$ cat src/rtl/tm1638_key_reader.sv
// tm1638_key_reader
// Reads the TM1638 key-scan matrix: frames the key-read command on CLK/STB/DIO,
// clocks in the four scan bytes, and presents the eight board buttons as a
// registered vector together with the raw 32-bit scan.
//
// Optional build macro: TM1638_KEY_EDGE_EN
//   When defined, adds output key_press[7:0], a one-cycle pulse on the done
//   cycle marking buttons that went from released to pressed.
//   When undefined, the port and its register do not exist.
module tm1638_key_reader #(
    parameter int          CLK_DIV     = 50,
    parameter int          WAIT_CYCLES = 100,
    parameter logic [7:0]  CMD_READ    = 8'h42
) (
    input  logic        clk,
    input  logic        rst,
    input  logic        start,
    input  logic        dio_in,
    output logic        tm_clk,
    output logic        tm_stb,
    output logic        dio_out,
    output logic        dio_oe,
    output logic        busy,
    output logic        done,
    output logic [7:0]  keys,
    output logic [31:0] raw
`ifdef TM1638_KEY_EDGE_EN
    ,
    output logic [7:0]  key_press
`endif
);

    // One counter serves both the SCLK half-period and the command-to-read gap,
    // so it is sized for whichever of the two is longer.
    localparam int CNT_MAX = (CLK_DIV > WAIT_CYCLES) ? CLK_DIV : WAIT_CYCLES;
    localparam int CW      = $clog2(CNT_MAX + 1);

    localparam logic [CW-1:0] HALF_LAST = CW'(CLK_DIV - 1);
    localparam logic [CW-1:0] WAIT_LAST = CW'(WAIT_CYCLES - 1);
    localparam logic [CW-1:0] CNT_ONE   = CW'(1);

    typedef enum logic [2:0] {
        S_IDLE,
        S_SETUP,
        S_CMD,
        S_WAIT,
        S_READ,
        S_END
    } state_t;

    state_t        state;
    state_t        state_d;
    logic [CW-1:0] cnt;
    logic [CW-1:0] cnt_d;
    logic          phase;       // 0 = SCLK low half, 1 = SCLK high half
    logic          phase_d;
    logic [4:0]    bit_cnt;
    logic [4:0]    bit_d;

    logic          sample_en;   // last cycle of a READ high half
    logic          finish;      // last cycle of END: publish results

    logic          tm_clk_d;
    logic          tm_stb_d;
    logic          dio_out_d;
    logic          dio_oe_d;
    logic          busy_d;

    logic          dio_p0;
    logic          dio_p1;
    logic [31:0]   shift;

    // Button map: bytes 0..3 carry keys 0..3 on bit 0 and keys 4..7 on bit 4.
    function automatic logic [7:0] decode_keys(input logic [31:0] s);
        logic [7:0] k;
        for (int i = 0; i < 4; i++) begin
            k[i]     = s[8*i];
            k[i + 4] = s[8*i + 4];
        end
        return k;
    endfunction

    // Stage p0 -> p1: bring the asynchronous DIO pin into the clk domain.
    always_ff @(posedge clk) begin
        dio_p0 <= dio_in;
        dio_p1 <= dio_p0;
    end

    // Capture each synchronised read bit at the end of its SCLK high half.
    always_ff @(posedge clk) begin
        if (sample_en) begin
            shift[bit_cnt] <= dio_p1;
        end
    end

    // Next-state sequencing and next-value decode of the registered pin outputs.
    always_comb begin
        state_d   = state;
        cnt_d     = cnt;
        phase_d   = phase;
        bit_d     = bit_cnt;
        sample_en = 1'b0;
        finish    = 1'b0;

        case (state)
            S_IDLE: begin
                // A request landing on the done cycle is dropped on purpose.
                if (start && !done) begin
                    state_d = S_SETUP;
                    cnt_d   = '0;
                end
            end

            S_SETUP: begin
                if (cnt == HALF_LAST) begin
                    state_d = S_CMD;
                    cnt_d   = '0;
                    phase_d = 1'b0;
                    bit_d   = '0;
                end else begin
                    cnt_d = cnt + CNT_ONE;
                end
            end

            S_CMD, S_READ: begin
                if (cnt != HALF_LAST) begin
                    cnt_d = cnt + CNT_ONE;
                end else begin
                    cnt_d = '0;
                    if (!phase) begin
                        phase_d = 1'b1;
                    end else begin
                        phase_d = 1'b0;
                        if (state == S_CMD && bit_cnt == 5'd7) begin
                            state_d = S_WAIT;
                            bit_d   = '0;
                        end else if (state == S_READ && bit_cnt == 5'd31) begin
                            state_d = S_END;
                            bit_d   = '0;
                        end else begin
                            bit_d = bit_cnt + 5'd1;
                        end
                    end
                    if (state == S_READ && phase) begin
                        sample_en = 1'b1;
                    end
                end
            end

            S_WAIT: begin
                if (cnt == WAIT_LAST) begin
                    state_d = S_READ;
                    cnt_d   = '0;
                    phase_d = 1'b0;
                    bit_d   = '0;
                end else begin
                    cnt_d = cnt + CNT_ONE;
                end
            end

            S_END: begin
                if (cnt == HALF_LAST) begin
                    state_d = S_IDLE;
                    cnt_d   = '0;
                    finish  = 1'b1;
                end else begin
                    cnt_d = cnt + CNT_ONE;
                end
            end

            default: begin
                state_d = S_IDLE;
                cnt_d   = '0;
                phase_d = 1'b0;
                bit_d   = '0;
            end
        endcase

        // Pin values are decoded from the state being entered so that the
        // registered outputs line up cycle-for-cycle with the state register.
        tm_stb_d  = !(state_d == S_SETUP || state_d == S_CMD ||
                      state_d == S_WAIT  || state_d == S_READ);
        tm_clk_d  = !((state_d == S_CMD || state_d == S_READ) && !phase_d);
        dio_oe_d  = (state_d == S_SETUP) || (state_d == S_CMD);
        dio_out_d = (state_d == S_CMD) ? CMD_READ[bit_d[2:0]] : 1'b1;
        busy_d    = (state_d != S_IDLE);
    end

    // State, counters, pin outputs and published results; reset frees the bus at once.
    always_ff @(posedge clk or posedge rst) begin
        if (rst) begin
            state   <= S_IDLE;
            cnt     <= '0;
            phase   <= 1'b0;
            bit_cnt <= '0;
            tm_clk  <= 1'b1;
            tm_stb  <= 1'b1;
            dio_out <= 1'b1;
            dio_oe  <= 1'b0;
            busy    <= 1'b0;
            done    <= 1'b0;
            keys    <= '0;
            raw     <= '0;
        end else begin
            state   <= state_d;
            cnt     <= cnt_d;
            phase   <= phase_d;
            bit_cnt <= bit_d;
            tm_clk  <= tm_clk_d;
            tm_stb  <= tm_stb_d;
            dio_out <= dio_out_d;
            dio_oe  <= dio_oe_d;
            busy    <= busy_d;
            done    <= finish;
            if (finish) begin
                raw  <= shift;
                keys <= decode_keys(shift);
            end
        end
    end

`ifdef TM1638_KEY_EDGE_EN
    // Newly pressed buttons, pulsed only alongside done.
    always_ff @(posedge clk or posedge rst) begin
        if (rst) begin
            key_press <= '0;
        end else if (finish) begin
            key_press <= decode_keys(shift) & ~keys;
        end else begin
            key_press <= '0;
        end
    end
`endif

endmodule

$ cat config.mk
export PLATFORM = sky130hd
export DESIGN_NAME = tm1638_key_reader
export DESIGN_NICKNAME = d
export VERILOG_FILES = /design/src/rtl/tm1638_key_reader.sv
export SDC_FILE = /design/constraint.sdc
export NUM_CORES = 1
export LEC_CHECK = 0
export CAP_MARGIN = 20
export CORE_MARGIN = 5
export CORE_UTILIZATION = 55
export DETAILED_ROUTE_END_ITERATION = 12
export HOLD_SLACK_MARGIN = 0.06
export PLACE_DENSITY = 0.81
export SKIP_CTS_REPAIR_TIMING = 1
export SLEW_MARGIN = 20
export SYNTH_ARGS = -nofsm -noshare
export SYNTH_HDL_FRONTEND = slang
export SYNTH_SLANG_ARGS = --single-unit
$ cat constraint.sdc
create_clock -name clk -period 4.77 [get_ports clk]
set_input_delay 0.954 -clock clk [delete_from_list [all_inputs] [get_ports clk]]
set_output_delay 0.954 -clock clk [all_outputs]
set_load 0.05 [all_outputs]
==> qor.yml <==
p_seq_frac: 0.541
status: "finished, final reports clean"
cts_buffer_depth: 2
dr.pass1.iters: 4
p_clk_frac: 0.326
cp-end-kind: "output pin"
p_comb_frac: 0.133
dp_hpwl_mm: 4.935
synth_area_per_cell_um2: 12.83
reg2reg_from: "bit_cnt[1]"
cts_sinks: 88
syn_to_final_growth_pct: 19.05
grt_pass1_vias: 2419
post-route-period-util: 0.5521
wire_per_inst_um: 16.19
insertion_delay_ps: 360
die_h_um: 93.80
cp_cell_sequence: "clkdlybuf4s50_1"
die-area_um2: 8798
ff2ff_path_depth: 9
drive_gt1_frac: 0.1800
period_needed_ps: 2633
path_depth: 1
utilization: 0.6731
grt_max_degree: 55
worstPathMaxFanout: 1
switchingPower_uw: 473.5
leakagePower_uw: 0.001863
drv_cap: 0
drcViolationCount: 0
h-tree-depth: 3
async_flop_share: 0.6136
crit_path_start_kind: "flip-flop"
fill_cells: 531
synth-seq-area-share: 0.6100
syn_area_um2: 3862
gp_routability_congestion: 0.8904
switching_share: 0.2922
wl_mm: 7.220
slowest_delay_ps: 790
yosys_warnings: 0
power_density_nw_per_um2: 352.4
reg2reg_to: "dio_out"
synthDistinctLibCells: 60
rsz0062_at_grt: "false"
path_class: "reg2out"
postSynthCellCount: 301
cp.arrival_ps: 1680
relSlewSlack: 0.3736
floorplan.initialDensity: 0.5654
diodes: 0
synth_nets: 313
worstMarginPinSlew_ps: 938.2
io_pins: 50
max_freq_ghz: 0.3797
setup_tns_ps: 0
synthFlopType: "dfrtp_1"
required_ps: 3820
drtAntennaViolNets: 0
crit_slowest_cell: "clkdlybuf4s50_1"
endpoint: "dio_out"
fin_worst_skew_ps: 12.80
groute.usage.overall: 0.1773
reg2reg_setup_slack_ps: 2190
synth-seq-cells: 88
antenna_found_initial: 0
crit_family: "buffers and inverters"
vias: 2443
p_int_uw: 1147
crit_buf_inv: 1
synth_edf_count: 32
clk_pin_slew_worst_paths_ps: 100
hold_class: "reg2reg"
die_x_um: 93.80
via_per_inst: 5.478
maxSlewViolCount: 0
final_common_cell: "dfrtp_1"
core_um2: 6832
grt_pass1_wl_mm: 12.03
crit_start: "dio_out"
finalHoldViolCount: 0
root_buffer: "clkbuf_8"
first_iter_violations: 208
cts_made_buffers: 9
vdd_drop_max_mv: 0.2524
final_cell_mix: "51 x dfrtp_1, 49 x clkdlybuf4s50_1, 43 x nor2_1"
finalSetupViolCount: 0
portBuffers: 49
fin_nets: 357
grt_overflow: 0
tritoncts: "yes"
rows: 30
synthesized netlist by cell type (2+ instances only):
| cell type | instances | area [µm²] |
|---|---|---|
| nand2b_1 | 3 | 18.77 |
| edfxtp_1 | 32 | 960.9 |
| nor3b_1 | 3 | 22.52 |
| xnor2_1 | 5 | 43.79 |
| buf_2 | 6 | 30.03 |
| mux2_1 | 7 | 78.83 |
| nor3_2 | 2 | 20.02 |
| nor3_1 | 6 | 30.03 |
| or3_1 | 3 | 18.77 |
| dfrtp_1 | 51 | 1276 |
| dfxtp_1 | 2 | 40.04 |
| dfstp_2 | 3 | 78.83 |
| inv_1 | 8 | 30.03 |
| o31ai_1 | 2 | 15.01 |
| mux2_2 | 25 | 281.5 |
| nand2_1 | 19 | 71.32 |
| ha_1 | 8 | 100.1 |
| clkbuf_1 | 3 | 11.26 |
| nor2_1 | 43 | 161.4 |
| nand4_1 | 2 | 12.51 |
| nand3_1 | 6 | 30.03 |
| nor2b_1 | 4 | 25.02 |
| a22o_1 | 2 | 17.52 |
| a311o_1 | 2 | 20.02 |
| buf_4 | 8 | 60.06 |
| and3_1 | 3 | 18.77 |
| o21ai_0 | 7 | 35.03 |
| nand3b_1 | 3 | 22.52 |
| and3b_1 | 2 | 17.52 |
power groups by stage:
stage / clock [µW] / combinational (µW) / sequential (µW)
after detailed placement: 0 / 218 / 890
after floorplan: 0 / 142 / 902
final: 528 / 216 / 876
after CTS: 536 / 218 / 875
after global routing: 571 / 236 / 884
after global placement: 0 / 211 / 888
cell type report:
type | instances | area, µm² | share of cell area
Clock buffer | 10 | 127.6 | 0.02776
Clock inverter | 6 | 80.08 | 0.01741
Inverter | 9 | 36.28 | 0.007891
Multi-Input combinational cell | 186 | 1373 | 0.2985
Sequential cell | 88 | 2356 | 0.5124
Tap cell | 96 | 120.1 | 0.02612
Timing Repair Buffer | 51 | 505.5 | 0.1099
stage by stage:
stage	setup slack [ps]	std cells	power [µW]	instance area [µm²]	hold slack (ps)
2_1_floorplan	2483	301	1044	3862	309.6
3_3_place_gp	2188	430	1099	4388	311.5
3_5_place_dp	2108	430	1108	4390	326.2
4_1_cts	2115	446	1629	4598	338.8
5_1_grt	2060	446	1692	4598	343.6
6_report	2137	446	1620	4598	328.1
registers in the layout (all words and copies together) (netlist names):
name and flops:
keys 7, dio_p1 1, dio_oe 1, done 1, bit_cnt 5, phase 1
dio_p0 1, raw 25, cnt 7, busy 1, tm_stb 1, state 3
shift 32, dio_out 1, tm_clk 1
metal layers:
layer  global-route usage  routed length (µm)
met1               0.2354                3221
met4              0.07341                  82
met2               0.2797                3565
met3              0.04247                 351
met5                    0                   0
cells by family (layout without fill, tap and decap cells):
kind of cell | after synthesis | count (layout) | synth area share
buffers and inverters | 27 | 76 | 0.03596
AND/OR/NAND/NOR | 110 | 110 | 0.1535
AO/OA/AOI/OAI | 29 | 29 | 0.06382
adder cells (fa/ha/maj) | 8 | 8 | 0.02592
flip-flops | 88 | 88 | 0.6100
XOR/XNOR | 5 | 5 | 0.01134
multiplexers | 34 | 34 | 0.09945
worst min-delay path by stage:
stage,from,to,slack (ps),depth (start not counted)
floorplan,dio_p0,dio_p1,310,0
global placement,dio_p0,dio_p1,310,0
detailed placement,dio_p0,dio_p1,330,0
CTS,dio_p0,dio_p1,340,0
global route,dio_p0,dio_p1,340,0
finish,dio_p0,dio_p1,330,0
(Power assumes the default switching activity.)
